<file path="src/rtl/alu_seq_ctrl.sv">
// alu_seq_ctrl: keypad-driven sequencer for an 8-bit ALU and an 8-digit display.
// Collects operand X, then operand Y, from hex key strobes. ENTER in ST_Y (or
// ST_SHOW) latches opcode/carry and launches the ALU. After a fixed latency the
// controller captures the 16-bit result and shows {X, Y, result}.
//
// Handshake: there is no valid/ready pair on this block. key_stb is a one-cycle
// qualifier for key_code. alu_go is a one-cycle launch pulse; the ALU is trusted
// to present a valid alu_ans ALU_LAT cycles after it. done is a one-cycle pulse
// in the cycle after alu_ans is captured into result.
module alu_seq_ctrl #(
  parameter int ALU_LAT = 2,
  parameter int DIGITS  = 2
) (
  input  logic        clk,
  input  logic        clr_n,
  input  logic        key_stb,
  input  logic [4:0]  key_code,
  input  logic [2:0]  op_sw,
  input  logic        cin_sw,
  input  logic [15:0] alu_ans,
  output logic [7:0]  X,
  output logic [7:0]  Y,
  output logic [2:0]  S,
  output logic        cin,
  output logic        alu_go,
  output logic [15:0] result,
  output logic [31:0] N,
  output logic        disp_clr,
  output logic        busy,
  output logic        done,
  output logic [2:0]  state
);

  typedef enum logic [2:0] {
    ST_X    = 3'd0,
    ST_Y    = 3'd1,
    ST_EXEC = 3'd2,
    ST_SHOW = 3'd3
  } state_t;

  localparam logic [4:0] KEY_ENTER = 5'd16;
  localparam logic [4:0] KEY_CLEAR = 5'd17;
  localparam logic [4:0] KEY_BS    = 5'd18;

  localparam int            CW      = $clog2(DIGITS + 1);
  localparam logic [CW-1:0] CNT_MAX = CW'(DIGITS);
  localparam logic [CW-1:0] CNT_ONE = CW'(1);
  localparam logic [3:0]    LAT     = 4'(ALU_LAT);

  state_t          state_q,  state_d;
  logic [7:0]      x_q,      x_d;
  logic [7:0]      y_q,      y_d;
  logic [2:0]      s_q,      s_d;
  logic            cin_q,    cin_d;
  logic [15:0]     result_q, result_d;
  logic [CW-1:0]   cnt_x_q,  cnt_x_d;
  logic [CW-1:0]   cnt_y_q,  cnt_y_d;
  logic [3:0]      wait_q,   wait_d;
  logic            alu_go_q, alu_go_d;
  logic            done_q,   done_d;

  // Key decode: only strobed cycles act, codes 19..31 decode to nothing.
  logic key_digit, key_enter, key_clear, key_bs;
  assign key_digit = key_stb && (key_code[4] == 1'b0);
  assign key_enter = key_stb && (key_code == KEY_ENTER);
  assign key_clear = key_stb && (key_code == KEY_CLEAR);
  assign key_bs    = key_stb && (key_code == KEY_BS);

  // Next-state and register-update logic; every register holds by default.
  always_comb begin
    state_d  = state_q;
    x_d      = x_q;
    y_d      = y_q;
    s_d      = s_q;
    cin_d    = cin_q;
    result_d = result_q;
    cnt_x_d  = cnt_x_q;
    cnt_y_d  = cnt_y_q;
    wait_d   = wait_q;
    alu_go_d = 1'b0;
    done_d   = 1'b0;

    case (state_q)
      ST_X: begin
        if (key_digit) begin
          x_d     = {x_q[3:0], key_code[3:0]};
          cnt_x_d = (cnt_x_q == CNT_MAX) ? cnt_x_q : cnt_x_q + CNT_ONE;
        end else if (key_bs) begin
          if (cnt_x_q != '0) begin
            x_d     = {4'h0, x_q[7:4]};
            cnt_x_d = cnt_x_q - CNT_ONE;
          end
        end else if (key_enter) begin
          state_d = ST_Y;
          y_d     = 8'h00;
          cnt_y_d = '0;
        end
      end

      ST_Y: begin
        if (key_digit) begin
          y_d     = {y_q[3:0], key_code[3:0]};
          cnt_y_d = (cnt_y_q == CNT_MAX) ? cnt_y_q : cnt_y_q + CNT_ONE;
        end else if (key_bs) begin
          if (cnt_y_q != '0) begin
            y_d     = {4'h0, y_q[7:4]};
            cnt_y_d = cnt_y_q - CNT_ONE;
          end
        end else if (key_enter) begin
          state_d  = ST_EXEC;
          s_d      = op_sw;
          cin_d    = cin_sw;
          alu_go_d = 1'b1;
          wait_d   = LAT;
        end
      end

      // Keys (CLEAR included) are deliberately dropped while the ALU runs so
      // its inputs never change mid-operation.
      ST_EXEC: begin
        if (wait_q == 4'd0) begin
          state_d  = ST_SHOW;
          result_d = alu_ans;
          done_d   = 1'b1;
        end else begin
          wait_d = wait_q - 4'd1;
        end
      end

      ST_SHOW: begin
        if (key_digit) begin
          state_d  = ST_X;
          x_d      = {4'h0, key_code[3:0]};
          cnt_x_d  = CNT_ONE;
          y_d      = 8'h00;
          cnt_y_d  = '0;
          result_d = 16'h0000;
        end else if (key_enter) begin
          state_d  = ST_EXEC;
          s_d      = op_sw;
          cin_d    = cin_sw;
          alu_go_d = 1'b1;
          wait_d   = LAT;
        end
      end

      default: begin
        state_d = ST_X;
      end
    endcase

    // CLEAR acts like reset everywhere except ST_EXEC.
    if (key_clear && (state_q != ST_EXEC)) begin
      state_d  = ST_X;
      x_d      = 8'h00;
      y_d      = 8'h00;
      s_d      = 3'b000;
      cin_d    = 1'b0;
      result_d = 16'h0000;
      cnt_x_d  = '0;
      cnt_y_d  = '0;
      wait_d   = 4'd0;
      alu_go_d = 1'b0;
      done_d   = 1'b0;
    end
  end

  // State and datapath registers with synchronous active-low clear.
  always_ff @(posedge clk) begin
    if (!clr_n) begin
      state_q  <= ST_X;
      x_q      <= 8'h00;
      y_q      <= 8'h00;
      s_q      <= 3'b000;
      cin_q    <= 1'b0;
      result_q <= 16'h0000;
      cnt_x_q  <= '0;
      cnt_y_q  <= '0;
      wait_q   <= 4'd0;
      alu_go_q <= 1'b0;
      done_q   <= 1'b0;
    end else begin
      state_q  <= state_d;
      x_q      <= x_d;
      y_q      <= y_d;
      s_q      <= s_d;
      cin_q    <= cin_d;
      result_q <= result_d;
      cnt_x_q  <= cnt_x_d;
      cnt_y_q  <= cnt_y_d;
      wait_q   <= wait_d;
      alu_go_q <= alu_go_d;
      done_q   <= done_d;
    end
  end

  assign X        = x_q;
  assign Y        = y_q;
  assign S        = s_q;
  assign cin      = cin_q;
  assign alu_go   = alu_go_q;
  assign result   = result_q;
  assign done     = done_q;
  assign state    = state_q;
  assign N        = {x_q, y_q, result_q};
  assign busy     = (state_q == ST_EXEC);
  assign disp_clr = (state_q == ST_X) && (cnt_x_q == '0) && (result_q == 16'h0000);

endmodule

</file>
<file path="config.mk">
export PLATFORM = sky130hd
export DESIGN_NAME = alu_seq_ctrl
export DESIGN_NICKNAME = d
export VERILOG_FILES = /design/src/rtl/alu_seq_ctrl.sv
export SDC_FILE = /design/constraint.sdc
export NUM_CORES = 1
export LEC_CHECK = 0
export CORE_AREA = 2 2 82 84
export CTS_BUF_LIST = sky130_fd_sc_hd__clkbuf_4 sky130_fd_sc_hd__clkbuf_8
export DETAILED_ROUTE_END_ITERATION = 16
export DIE_AREA = 0 0 84 86
export DONT_BUFFER_PORTS = 1
export PLACE_DENSITY = 0.54
export SLEW_MARGIN = 20
export SYNTH_ARGS = -nofsm -noshare
export SYNTH_HDL_FRONTEND = slang
export SYNTH_SLANG_ARGS = --single-unit
export TNS_END_PERCENT = 1
</file>
<file path="constraint.sdc">
create_clock -name clk -period 2.9 [get_ports clk]
set_input_delay 0.87 -clock clk [delete_from_list [all_inputs] [get_ports clk]]
set_output_delay 0.87 -clock clk [all_outputs]
set_load 0.01 [all_outputs]
</file>
==> results of run 1 <==
worst register-to-register path, cell delays in order (launching register included):
cell,delay (ps)
sky130_fd_sc_hd__dfxtp_1,620
sky130_fd_sc_hd__or3b_2,590
sky130_fd_sc_hd__nand2b_1,210
sky130_fd_sc_hd__o211ai_4,370
sky130_fd_sc_hd__o21ai_0,160
sky130_fd_sc_hd__a21oi_1,150
final timing paths:
| kind | end | start | cells past startpoint |
|---|---|---|---|
| worst max register to register | cnt_y_q[1]$_SDFFE_PP0P_ | state[0]$_SDFFE_PP0P_ | 5 |
| worst min register to register | wait_q[3]$_SDFFE_PP0P_ | wait_q[3]$_SDFFE_PP0P_ | 1 |
| worst min-delay path | wait_q[3]$_SDFFE_PP0P_ | wait_q[3]$_SDFFE_PP0P_ | 1 |
| worst max-delay path | disp_clr | result[7]$_SDFFE_PP0P_ | 3 |
cell type report:
class | instances | area, µm²
fill | 638 | 3870
multi-input combinational | 190 | 1170
sequential | 49 | 981
tap | 77 | 96.3
clock buffer | 6 | 76.3
timing repair buffer | 7 | 65.1
inverter | 3 | 11.3
clock inverter | 2 | 10.0
synth_stat cells, types with 2 or more instances:
cell type / instances
sky130_fd_sc_hd__buf_6: 2
sky130_fd_sc_hd__nor4b_1: 2
sky130_fd_sc_hd__mux2i_1: 8
sky130_fd_sc_hd__nand3b_1: 2
sky130_fd_sc_hd__buf_4: 33
sky130_fd_sc_hd__a311oi_1: 3
sky130_fd_sc_hd__a22oi_1: 25
sky130_fd_sc_hd__clkbuf_8: 2
sky130_fd_sc_hd__or4_1: 2
sky130_fd_sc_hd__nor3_1: 6
sky130_fd_sc_hd__nor4_1: 3
sky130_fd_sc_hd__nand3_1: 3
sky130_fd_sc_hd__and2_1: 2
sky130_fd_sc_hd__dfxtp_1: 49
sky130_fd_sc_hd__clkbuf_1: 4
sky130_fd_sc_hd__nand2_1: 27
sky130_fd_sc_hd__or3b_2: 3
sky130_fd_sc_hd__a211o_2: 4
sky130_fd_sc_hd__o21ai_0: 8
sky130_fd_sc_hd__nor2_1: 48
sky130_fd_sc_hd__inv_1: 3
sky130_fd_sc_hd__nor2b_1: 2
sky130_fd_sc_hd__a2111oi_0: 2
sky130_fd_sc_hd__buf_2: 4
sky130_fd_sc_hd__ha_1: 2
sky130_fd_sc_hd__a21oi_1: 12
sky130_fd_sc_hd__a211oi_1: 4
routing by layer:
layer | share of wire [%] | wire (µm) | global-route usage, %
met1 | 45 | 2480 | 18.5
met2 | 48 | 2670 | 25.5
met3 | 5.6 | 310 | 4.14
met4 | 1.3 | 72 | 6.74
met5 | 0 | 0 | 0
state kept, by name, summed over array words and instances, names as in the netlist, 2 cells and up:
register,flops
S,3
cnt_x_q,2
state,3
X,8
wait_q,4
cnt_y_q,2
Y,8
result,16
report_power, final:
group / internal (mW) / leakage [nW] / switching, mW / total (mW)
Combinational: 0.0277 / 0.380 / 0.0452 / 0.0729
Clock: 0.177 / 0.0484 / 0.225 / 0.402
Sequential: 0.678 / 0.396 / 0.0151 / 0.693
logic make-up (layout without fill, tap and decap cells):
family	Yosys count	count (layout)
flip-flops	49	49
adder cells (fa/ha/maj)	2	2
multiplexers	8	8
other	1	1
AND/OR/NAND/NOR	113	113
buffers and inverters	48	18
AO/OA/AOI/OAI	65	65
XOR/XNOR	1	1
metrics by stage:
stage | hold slack [ps] | total power, mW | instance area, µm²
after detailed placement | 468 | 0.782 | 2320
after global routing | 520 | 1.23 | 2410
after CTS | 481 | 1.19 | 2410
after global placement | 466 | 0.782 | 2320
final | 475 | 1.17 | 2410
after floorplan | 441 | 0.770 | 2480
==> qor_table.md, run 1 <==
| Item | Reported |
| --- | --- |
| Growth of design area from synthesis to finish | -2.98% |
| Number of buffers inserted by post-CTS setup repair | 0 |
| Final RePlAce weighted congestion | 0.785 |
| X dimension of the die | 84 µm |
| Port-buffer cells | 0 |
| Share of cells above drive strength 1 | 12.1% |
| Cell breakdown of the critical path | or4_1 -> nor4_1 -> and3_1 |
| Detailed-router iteration count before antenna repair | 4 |
| Flops & latches, synth | 49 |
| Synth async-reset ratio | 0% |
| Maximum clock frequency | 370 MHz |
| Number of cells produced by synthesis | 287 |
| Count of pins on the block boundary | 103 |
| Power density of the placed cells | 485 nW/µm² |
| CTS root buf | sky130_fd_sc_hd__clkbuf_8 |
| Final worst clock skew | 6.29 ps |
| Number of antenna cells inserted | 0 |
| Unique masters post-synth | 49 |
| Vias in the first global route | 1782 |
| Synthesized netlist net count | 317 |
| Register area share after synthesis | 39.5% |
| Peak supply drop | 0.189 mV |
| Result of the run | complete, no violations |
| Gr usage total | 15.3% |
| RSZ-0062 raised after global routing | false |
| Commonest non-fill, non-tap cells in the layout | 49 x sky130_fd_sc_hd__dfxtp_1, 48 x sky130_fd_sc_hd__nor2_1, 27 x sky130_fd_sc_hd__nand2_1 |
| Proportion of synthesized area in mux cells | 3.23% |
| Crit path largest cell delay | 550 ps |
| Setup violators final | 0 |
| Post-synthesis adder-cell area fraction | 1.01% |
| Dominant combinational cell family by area after synthesis | simple AND/OR/NAND/NOR gates |
| Via count normalized by instance count | 5.58 |
| Number of buffers on the longest clock path | 2 |
| Post-synthesis area per instance | 8.65 µm² |
| Count of flip-flops with a built-in enable after synthesis | 0 |
| DRC violations left | 0 |
| Top fanout value on the critical path | 4 |
| Estimated wirelength of the detail-placed design | 3910 µm |
| Wirelength, routed | 5540 µm |
| Rows | 29 |
| P_leak | 0.824 nW |
| Starting density of the core | 39.5% |
| Arrival time at the worst endpoint | 1830 ps |
| Clock-pin slew reported for the worst setup and hold paths after clock tree synthesis | 90 ps |
| Yosys top cell area share | 39.5% |
| Max_cap viols | 0 |
| Largest net degree at the start of global routing | 22 |
| Library cell occupying the most area in the post-synthesis netlist | sky130_fd_sc_hd__dfxtp_1 |
| Remaining Overflow, GRT | 0 |
| Kind of start point of the critical path | flop |
| Post-Synth Simple-Gate Area | 22.4% |
| Post-placement setup slack | 381 ps |
| Routed via count | 1863 |
| Global-route wire length before repair | 8840 µm |
| Yosys warning count | 0 |
| Number of design-rule violations left by the first detailed-router iteration | 77 |
| Post-Synthesis Cell Area | 2480 µm² |
| Time the final worst path needs with I/O delays and setup | 2700 ps |
| Post-synthesis xor/xnor area fraction | 0.353% |
| Min-delay worst type | reg -> reg |
| Worst max-slew margin expressed relative to the limit | 59.9% |
| Smallest setup slack after layout | 195 ps |
| Number of cells upsized or downsized after cts | 0 |
| Number of antenna violations at the first check in global routing | 0 |
| Synthesized-area fraction occupied by ao, oa, aoi and oai cells | 19.4% |
| Post-placement cell count | 326 |
| Most frequent standard cell in the layout excluding fill and tap cells | sky130_fd_sc_hd__dfxtp_1 |
| Num CTS Buffers | 5 |
| Critical Setup Path Class | reg -> out |
| Final Hold Fails | 0 |
| # hold bufs at CTS | 0 |
| Final core area utilization | 38.3% |
| Post-route clock period utilization | 93.3% |
| Required time worst endpoint | 2030 ps |
| Sum of buffers and inverters on the critical path | 0 |
| Prevailing post-synth register cell | sky130_fd_sc_hd__dfxtp_1 |
| Synth top area cells | sky130_fd_sc_hd__dfxtp_1 40%, sky130_fd_sc_hd__buf_4 10%, sky130_fd_sc_hd__a22oi_1 7.6% |
| Gate family responsible for the most delay along the worst path | simple AND/OR/NAND/NOR gates |
| Total clock sinks | 49 |
| Endpoint kind of the worst setup timing path | output pin |
| Number of H-tree levels | 2 |
| Clock tree from TritonCTS | built |
| Measured slew at the worst slew-check pin | 601 ps |
| Source-to-sink clock delay at the later pin of the worst-skew pair | 300 ps |
| NumNets Final | 286 |
| Number of antenna-violating nets in the routed design | 0 |
| FF-to-FF setup slack | 740 ps |
| Post-layout instance count excluding filler cells | 334 |
| DR WL/cell | 16.6 µm |
| Vertical die dimension | 86 µm |
| Worst-path cell with the longest stage delay | sky130_fd_sc_hd__or4_1 |
| Area of the die | 7220 µm² |
| Final-layout setup total negative slack | 0 ps |
| Slew Viols, Final | 0 |
| Placeable Area | 6280 µm² |
Power figures use the tool's default switching activity.
==> inputs of run 2 (changes only) <==
- CELL_PAD_IN_SITES_DETAIL_PLACEMENT: default -> 0
- CELL_PAD_IN_SITES_GLOBAL_PLACEMENT: default -> 1
- CTS_CLUSTER_SIZE: default -> 10
- PLACE_DENSITY: 0.54 -> 0.7
==> run 2 against run 1 <==
Net effect: wire length grew 2.4%; global-route usage shrank 0.13 points; largest cell class unchanged; non-clock buffer count unchanged; final cell count unchanged.
==> qor_table.md, run 2 (same netlist as run 1, synthesis figures left out) <==
| Item | Reported | Change |
| --- | --- | --- |
| Register area | 981 µm² | unchanged |
| Endpoint of the worst hold-timing path | wait_q[3]$_SDFFE_PP0P_ | unchanged |
| Cell breakdown of the critical path | or4_1 -> nor4_1 -> and3_1 | unchanged |
| P_leak | 0.827 nW | was 0.824 nW |
| CTS root buf | sky130_fd_sc_hd__clkbuf_8 | unchanged |
| Slew Viols, Final | 0 | unchanged |
| Number of buffers on the longest clock path | 2 | unchanged |
| Launch instance of the worst min-delay path | wait_q[3]$_SDFFE_PP0P_ | unchanged |
| Share of cells above drive strength 1 | 12.5% | was 12.1% |
| Time the final worst path needs with I/O delays and setup | 2700 ps | about the same |
| Port-buffer cells | 0 | unchanged |
| Filler cell count in the final layout | 649 | was 638 |
| Number of antenna violations at the first check in global routing | 0 | unchanged |
| Peak supply drop | 0.216 mV | was 0.189 mV |
| Top fanout value on the critical path | 4 | unchanged |
| Startpoint of the worst register-to-register path | state[0]$_SDFFE_PP0P_ | unchanged |
| Area of the die | 7220 µm² | unchanged |
| Growth of design area from synthesis to finish | -2.22% | was -2.98% |
| Gr usage total | 15.2% | was 15.3% |
| Final worst clock skew | 10.3 ps | was 6.29 ps |
| Crit path largest cell delay | 550 ps | about the same |
| Gate family responsible for the most delay along the worst path | simple AND/OR/NAND/NOR gates | unchanged |
| Final Hold Fails | 0 | unchanged |
| Routed via count | 1913 | was 1863 |
| X dimension of the die | 84 µm | unchanged |
| Detailed-router iteration count before antenna repair | 4 | unchanged |
| Starting density of the core | 39.5% | unchanged |
| Maximum clock frequency | 371 MHz | was 370 MHz |
| Number of H-tree levels | 2 | unchanged |
| Kind of start point of the critical path | flop | unchanged |
| Number of antenna-violating nets in the routed design | 0 | unchanged |
| Final-layout setup total negative slack | 0 ps | unchanged |
| Rows | 29 | unchanged |
| Count of pins on the block boundary | 103 | unchanged |
| FF-to-FF setup slack | 720 ps | was 740 ps |
| Post-route clock period utilization | 93.0% | was 93.3% |
| Max_cap viols | 0 | unchanged |
| Source-to-sink clock delay at the later pin of the worst-skew pair | 300 ps | about the same |
| Number of design-rule violations left by the first detailed-router iteration | 121 | was 77 |
| Clock-pin slew reported for the worst setup and hold paths after clock tree synthesis | 100 ps | was 90 ps |
| Critical Setup Path Class | reg -> out | unchanged |
| Post-layout instance count excluding filler cells | 334 | unchanged |
| Vertical die dimension | 86 µm | unchanged |
| Result of the run | complete, no violations | unchanged |
| Via count normalized by instance count | 5.73 | was 5.58 |
| Largest net degree at the start of global routing | 32 | was 22 |
| Final core area utilization | 38.6% | was 38.3% |
| Placeable Area | 6280 µm² | unchanged |
| Final RePlAce weighted congestion | 0.764 | was 0.785 |
| NumNets Final | 286 | unchanged |
| Vias in the first global route | 1754 | was 1782 |
| Total clock sinks | 49 | unchanged |
| Clock tree from TritonCTS | built | unchanged |
| Commonest non-fill, non-tap cells in the layout | 49 x sky130_fd_sc_hd__dfxtp_1, 47 x sky130_fd_sc_hd__nor2_1, 27 x sky130_fd_sc_hd__nand2_1 | was 49 x sky130_fd_sc_hd__dfxtp_1, 48 x sky130_fd_sc_hd__nor2_1, 27 x sky130_fd_sc_hd__nand2_1 |
| Number of buffers inserted by post-CTS setup repair | 0 | unchanged |
| Estimated wirelength of the detail-placed design | 4020 µm | was 3910 µm |
| Max FFs per register | 16 | unchanged |
| Sum of buffers and inverters on the critical path | 0 | unchanged |
| Number of antenna cells inserted | 0 | unchanged |
| # hold bufs at CTS | 0 | unchanged |
| Worst Hold Slack | 486 ps | was 475 ps |
| Required time worst endpoint | 2030 ps | about the same |
| Min-delay worst type | reg -> reg | unchanged |
| Depth of the worst hold-timing path | 1 | unchanged |
| Most frequent standard cell in the layout excluding fill and tap cells | sky130_fd_sc_hd__dfxtp_1 | unchanged |
| Arrival time at the worst endpoint | 1830 ps | about the same |
| Path depth of the worst reg2reg path | 5 | unchanged |
| RSZ-0062 raised after global routing | false | unchanged |
| Critical R2R Capture | cnt_y_q[1]$_SDFFE_PP0P_ | unchanged |
| DRC violations left | 0 | unchanged |
| Remaining Overflow, GRT | 0 | unchanged |
| Num CTS Buffers | 5 | unchanged |
| Power density of the placed cells | 523 nW/µm² | was 485 nW/µm² |
| Number of cells upsized or downsized after cts | 0 | unchanged |
| Setup violators final | 0 | unchanged |
| Measured slew at the worst slew-check pin | 695 ps | was 601 ps |
| Wirelength, routed | 5670 µm | was 5540 µm |
| Worst-path cell with the longest stage delay | sky130_fd_sc_hd__or4_1 | unchanged |
| DR WL/cell | 17.0 µm | was 16.6 µm |
| Worst max-slew margin expressed relative to the limit | 53.6% | was 59.9% |
| Global-route wire length before repair | 8810 µm | was 8840 µm |
| Area occupied by multi-input gates | 1170 µm² | about the same |
| Post-placement cell count | 326 | unchanged |
| Endpoint kind of the worst setup timing path | output pin | unchanged |
run 2: worst max path at each step:
stage	start	end	slack, ps	cells past startpoint
after floorplan	key_code[1]	cnt_y_q[1]$_SDFFE_PP0P_	540	5
after global placement	key_code[1]	cnt_y_q[1]$_SDFFE_PP0P_	390	5
after detailed placement	key_code[1]	cnt_y_q[1]$_SDFFE_PP0P_	360	5
after CTS	result[7]$_SDFFE_PP0P_	disp_clr	220	3
after global routing	result[7]$_SDFFE_PP0P_	disp_clr	130	3
final	result[7]$_SDFFE_PP0P_	disp_clr	200	3
run 2: final cells by class:
cell class,count,area share [%]
tap,77,3.97
inverter,3,0.464
clock inverter,3,1.91
clock buffer,5,2.84
timing repair buffer,7,2.17
multi-input combinational,190,48.2
sequential,49,40.4
run 2: layer usage:
layer,track usage [%],vias up,part of all wire (%)
met5,0,-,0
li1,-,922,-
met3,5.00,6,6.5
met1,18.4,911,45
met2,26.1,74,48
met4,3.52,0,0.85
run 2: through the flow:
step	total power, mW	setup slack, ps	cell area [µm²]
after floorplan	0.770	542	2480
after global placement	0.782	389	2310
after detailed placement	0.782	363	2310
after CTS	1.28	215	2420
after global routing	1.32	132	2430
final	1.27	204	2430
run 2: report_power, final:
group | switching, mW | leakage [nW] | internal [mW]
combinational | 0.0472 | 0.377 | 0.0266
sequential | 0.0129 | 0.396 | 0.678
clock | 0.244 | 0.0543 | 0.259
